## config.mk

```make
export PLATFORM = sky130hd
export DESIGN_NAME = time_entry_ctrl
export DESIGN_NICKNAME = d
export VERILOG_FILES = /design/src/rtl/time_entry_ctrl.sv
export SDC_FILE = /design/constraint.sdc
export NUM_CORES = 1
export LEC_CHECK = 0
export CAP_MARGIN = 20
export CORE_AREA = 3 3 128 68
export CTS_CLUSTER_SIZE = 14
export DETAILED_ROUTE_END_ITERATION = 8
export DIE_AREA = 0 0 131 71
export GPL_TIMING_DRIVEN = 0
export PLACE_DENSITY = 0.81
export SETUP_SLACK_MARGIN = 0.2
export SYNTH_ARGS = -nofsm -noshare
export SYNTH_HDL_FRONTEND = slang
export SYNTH_SLANG_ARGS = --single-unit
```

## constraint.sdc

```tcl
create_clock -name mclk -period 4.8 [get_ports mclk]
set_clock_uncertainty 0.05 [all_clocks]
set_input_delay 1.2 -clock mclk [delete_from_list [all_inputs] [get_ports mclk]]
set_output_delay 1.2 -clock mclk [all_outputs]
set_load 0.01 [all_outputs]
```

## src/rtl/time_entry_ctrl.sv

```systemverilog
// time_entry_ctrl: keypad entry of current/timer time as BCD digits, then minute-tick clock with alarm
module time_entry_ctrl #(
  parameter logic [3:0] KEY_BACK  = 4'd10,
  parameter logic [3:0] KEY_CLEAR = 4'd11
) (
  input  logic       mclk,
  input  logic       rst,
  input  logic       key_valid,
  input  logic [3:0] key_code,
  input  logic       min_p,
  output logic [4:0] nowH,
  output logic [5:0] nowM,
  output logic [4:0] timerH,
  output logic [5:0] timerM,
  output logic [3:0] master_status,
  output logic       alarm,
  output logic       entry_err
);
  logic [3:0] d [8];
  logic [3:0] nd [8];
  logic [3:0] nms, lim;
  logic [2:0] p;
  logic       run, is_back, is_clr, is_dig, err, tick, tick_q;

  function automatic logic [6:0] bcd2bin(input logic [3:0] t, input logic [3:0] o);
    return 7'(t) * 7'd10 + 7'(o);
  endfunction

  assign run     = master_status[3];
  assign p       = master_status[2:0];
  assign is_clr  = key_valid && key_code == KEY_CLEAR;
  assign is_back = key_valid && !is_clr && key_code == KEY_BACK;
  assign is_dig  = key_valid && !is_clr && !is_back && key_code <= 4'd9;
  assign lim     = p[0] ? ((!p[1] && d[{p[2], 2'b00}] == 4'd2) ? 4'd3 : 4'd9) : (p[1] ? 4'd5 : 4'd2);

  // next digits/position: commands first, then digit entry, then minute tick in RUN
  always_comb begin
    nd   = d;
    nms  = master_status;
    err  = 1'b0;
    tick = 1'b0;
    if (is_clr) begin
      for (int i = 0; i < 8; i++) nd[i] = 4'd0;
      nms = 4'd0;
    end else if (is_back) begin
      if (master_status != 4'd0) begin
        nms = master_status - 4'd1;
        nd[3'(master_status - 4'd1)] = 4'd0;
      end
    end else if (!run) begin
      if (is_dig && key_code <= lim) begin
        nd[p] = key_code;
        nms   = master_status + 4'd1;
      end else if (is_dig) err = 1'b1;
    end else if (min_p) begin
      tick = 1'b1;
      if (d[3] != 4'd9) nd[3] = d[3] + 4'd1;
      else begin
        nd[3] = 4'd0;
        if (d[2] != 4'd5) nd[2] = d[2] + 4'd1;
        else begin
          nd[2] = 4'd0;
          if (d[0] == 4'd2 && d[1] == 4'd3) begin
            nd[0] = 4'd0;
            nd[1] = 4'd0;
          end else if (d[1] == 4'd9) begin
            nd[1] = 4'd0;
            nd[0] = d[0] + 4'd1;
          end else nd[1] = d[1] + 4'd1;
        end
      end
    end
  end

  // state, binary time registers and one-cycle pulses; alarm lands one edge after the tick
  always_ff @(posedge mclk or posedge rst) begin
    if (rst) begin
      for (int i = 0; i < 8; i++) d[i] <= 4'd0;
      master_status <= 4'd0;
      nowH          <= 5'd0;
      nowM          <= 6'd0;
      timerH        <= 5'd0;
      timerM        <= 6'd0;
      alarm         <= 1'b0;
      entry_err     <= 1'b0;
      tick_q        <= 1'b0;
    end else begin
      d             <= nd;
      master_status <= nms;
      nowH          <= 5'(bcd2bin(nd[0], nd[1]));
      nowM          <= 6'(bcd2bin(nd[2], nd[3]));
      timerH        <= 5'(bcd2bin(nd[4], nd[5]));
      timerM        <= 6'(bcd2bin(nd[6], nd[7]));
      entry_err     <= err;
      tick_q        <= tick;
      alarm         <= tick_q && run && {nowH, nowM} == {timerH, timerM};
    end
  end
endmodule

```

==> metrics.csv <==
metric;value;unit
status;finished, final reports clean;
ant_nets;0;
worstMarginPinSlew;0.626;ns
antenna_found_initial;0;
period_needed;4.46;ns
synthCells;462;
root_buffer;clkbuf_16;
row_count;23;
vias;4003;
synthArstFlopShare;1.00;
ys_seq_area_frac;0.341;
cts.sinks;57;
diodes;0;
setup.worst_path.class;flip-flop to flip-flop;
synth_edf_count;0;
grt.met3_usage;0.121;
via_per_inst;6.25;
cp_cell_sequence;buf_6, nand2_1, nor4_4, a21oi_1, a21o_1, ha_1, nor2b_1, o2111a_2, buf_4, nor2_1, nor4b_4, buf_4, a21oi_1, a211oi_1, ha_1, inv_1, fa_1, inv_1;
endpoint_kind;flip-flop;
p_int;1900;uW
drc;0;
hold_viol_final;0;
gp_congestion;1.04;
core_area;7800;um2
grt_util_met2;0.393;
wl;13500;um
worstPathMaxFanout;10;
powerDensity;666;nW/um2
clock_latency;0.34;ns
start_util;0.536;
rsz0062_at_grt;no;
syn-cell-area;4180;um2
maxSlewViolCount;0;
seq_power_share;0.251;
fp.dieW;131;um
crit_family;compound AO/OA/AOI/OAI gates;
cp-start-kind;flip-flop;
ys_ff_latch;57;
grt_pass1_vias;3792;
final_nets;570;
cp.buffers_inverters;5;
dp_hpwl;9860;um
drt_first_pass_iters;6;
max_cap_violations;0;
fmax;224;MHz
period_share;0.929;
die_y;71;um
area_delta_synth_final;23.7;%
critPathArrivalTime;4.64;ns
cts_buffer_depth;2;
cts_tree;built;
drive_above_1_share;0.152;
grt_first_pass_wirelength;20900;um
ir_drop;0.562;mV
overflow;0;
hp-class;flip-flop to flip-flop;
power.switching;1550;uW
ys_warn_count;0;
max_slew_margin;0.581;
grt_busiest_layer;met1;
avgSynthCellArea;9.06;um2
synthFlopType;dfrtp_1;
switching_share;0.450;
slowest_stage;fa_1;
cellLeakagePower;0.00226;uW
clkPwrFrac;0.177;
final_cell_mix;56 x dfrtp_1, 47 x nor2_1, 36 x nand2_1;
cp.required;4.98;ns
cts_inserted_buffers;9;
synth_cell_types;62;
finalSetupTns;0;ns
dp.cells;608;
htree_levels;3;
pwr-share-comb;0.572;
grt_usage;0.298;
syn-num-nets;509;
grt_max_degree;34;
clkSlewWorstSetupHoldPaths;0.06;ns
port_buffers;33;
use_met1;0.449;
die_area;9300;um2
fillers;664;
finalSetupViolations;0;
routedWlPerCell;21.1;um
drt_iter0_markers;519;
io_pins;36;
final_common_cell;dfrtp_1;
instances_no_fill;640;
cts_hold_buffers;0;
slowest_delay;0.57;ns
final cells by class:
| class | instances | area, um2 | area share |
|---|---|---|---|
| Tap cell | 112 | 140 | 0.0271 |
| Clock buffer | 9 | 225 | 0.0435 |
| Multi-Input combinational cell | 356 | 2620 | 0.506 |
| Clock inverter | 7 | 55.1 | 0.0106 |
| Buffer | 25 | 146 | 0.0283 |
| Timing Repair Buffer | 50 | 473 | 0.0914 |
| Sequential cell | 57 | 1430 | 0.276 |
| Inverter | 24 | 90.1 | 0.0174 |
worst paths after layout:
check / endpoint / from / slack, ns / cells after the start
setup / recovery: nowH[2] / master_status[2] / 0.34 / 18
hold / removal: alarm / tick_q / 0.48 / 2
setup reg to reg: nowH[2] / master_status[2] / 0.34 / 18
hold reg to reg: alarm / tick_q / 0.48 / 2
max in group asynchronous: d[8] / rst / 2.92 / 3
min in group asynchronous: timerM[3] / rst / 1.19 / 2
cells in the mapped netlist, types with 3 or more instances:
cell type	count	area (um2)
nand3_1	7	35.0
a22oi_1	3	22.5
nor3_1	10	50.1
clkbuf_1	10	37.5
a21oi_1	35	175
a211oi_2	3	37.5
buf_4	5	37.5
mux2i_1	13	130
a21o_1	5	37.5
a211oi_1	8	60.1
and3_1	5	31.3
a31oi_1	4	25.0
o22ai_1	5	31.3
fa_1	4	80.1
a221oi_1	3	26.3
inv_1	20	75.1
ha_1	35	438
buf_2	8	40.0
dfrtp_1	57	1430
inv_2	4	15.0
xnor2_1	31	272
o21a_1	3	22.5
nand4_1	5	31.3
or2_1	3	18.8
nand2_1	36	135
nor2_1	47	176
nand2b_1	3	18.8
or3_1	5	31.3
xor2_1	4	35.0
nor4_1	5	31.3
a22o_1	3	26.3
o21ai_1	13	65.1
o21ai_0	20	100
and3b_1	3	26.3
sequential cells by signal, indices dropped and copies added, names as in the netlist:
name	count
timerH	4
alarm	1
nowH	4
tick_q	1
nowM	5
d	32
timerM	5
master_status	4
entry_err	1
logic make-up after synthesis:
kind of cell,after synthesis,synth area share
compound gates,119,0.185
xor+xnor,35,0.0733
fa+ha+maj,39,0.124
buf+inv,49,0.0526
flops,57,0.341
mux,14,0.0338
simple gates,149,0.190
timing repair:
| item | in CTS | in global routing |
|---|---|---|
| pin swaps | 3 | 9 |
| setup buffers | 8 | 8 |
| gates resized for setup | 17 | 13 |
| setup endpoints to repair | 13 | 9 |
worst min-delay path, delay by kind of cell (launching register included):
kind / cells / cell delay, ns
simple gates: 2 / 0.14
flops: 1 / 0.36
stage by stage:
step / total power (uW) / instance area [um2] / util / setup slack, ns / hold WS, ns
2_1_floorplan: 2100 / 4180 / - / 0.332 / 0.445
3_3_place_gp: 2630 / 4650 / 0.597 / -0.731 / 0.458
3_5_place_dp: 2700 / 4670 / 0.599 / -0.771 / 0.486
4_1_cts: 3370 / 5070 / 0.651 / 0.208 / 0.486
5_1_grt: 3670 / 5180 / 0.664 / 0.116 / 0.507
6_report: 3450 / 5180 / 0.664 / 0.339 / 0.478
power by group through the flow:
stage               sequential, uW  combinational (uW)  clock (uW)
floorplan                      839                1260           0
global placement               850                1780           0
detailed placement             859                1840           0
CTS                            859                1900         613
global route                   886                2140         638
finish                         865                1970         611
per-layer routing:
metal / share of wire / up-vias
li1: - / 1785
met1: 0.46 / 1936
met2: 0.40 / 252
met3: 0.12 / 30
met4: 0.019 / 0
met5: 0 / -
No activity file was read; power rests on OpenSTA's default activity.
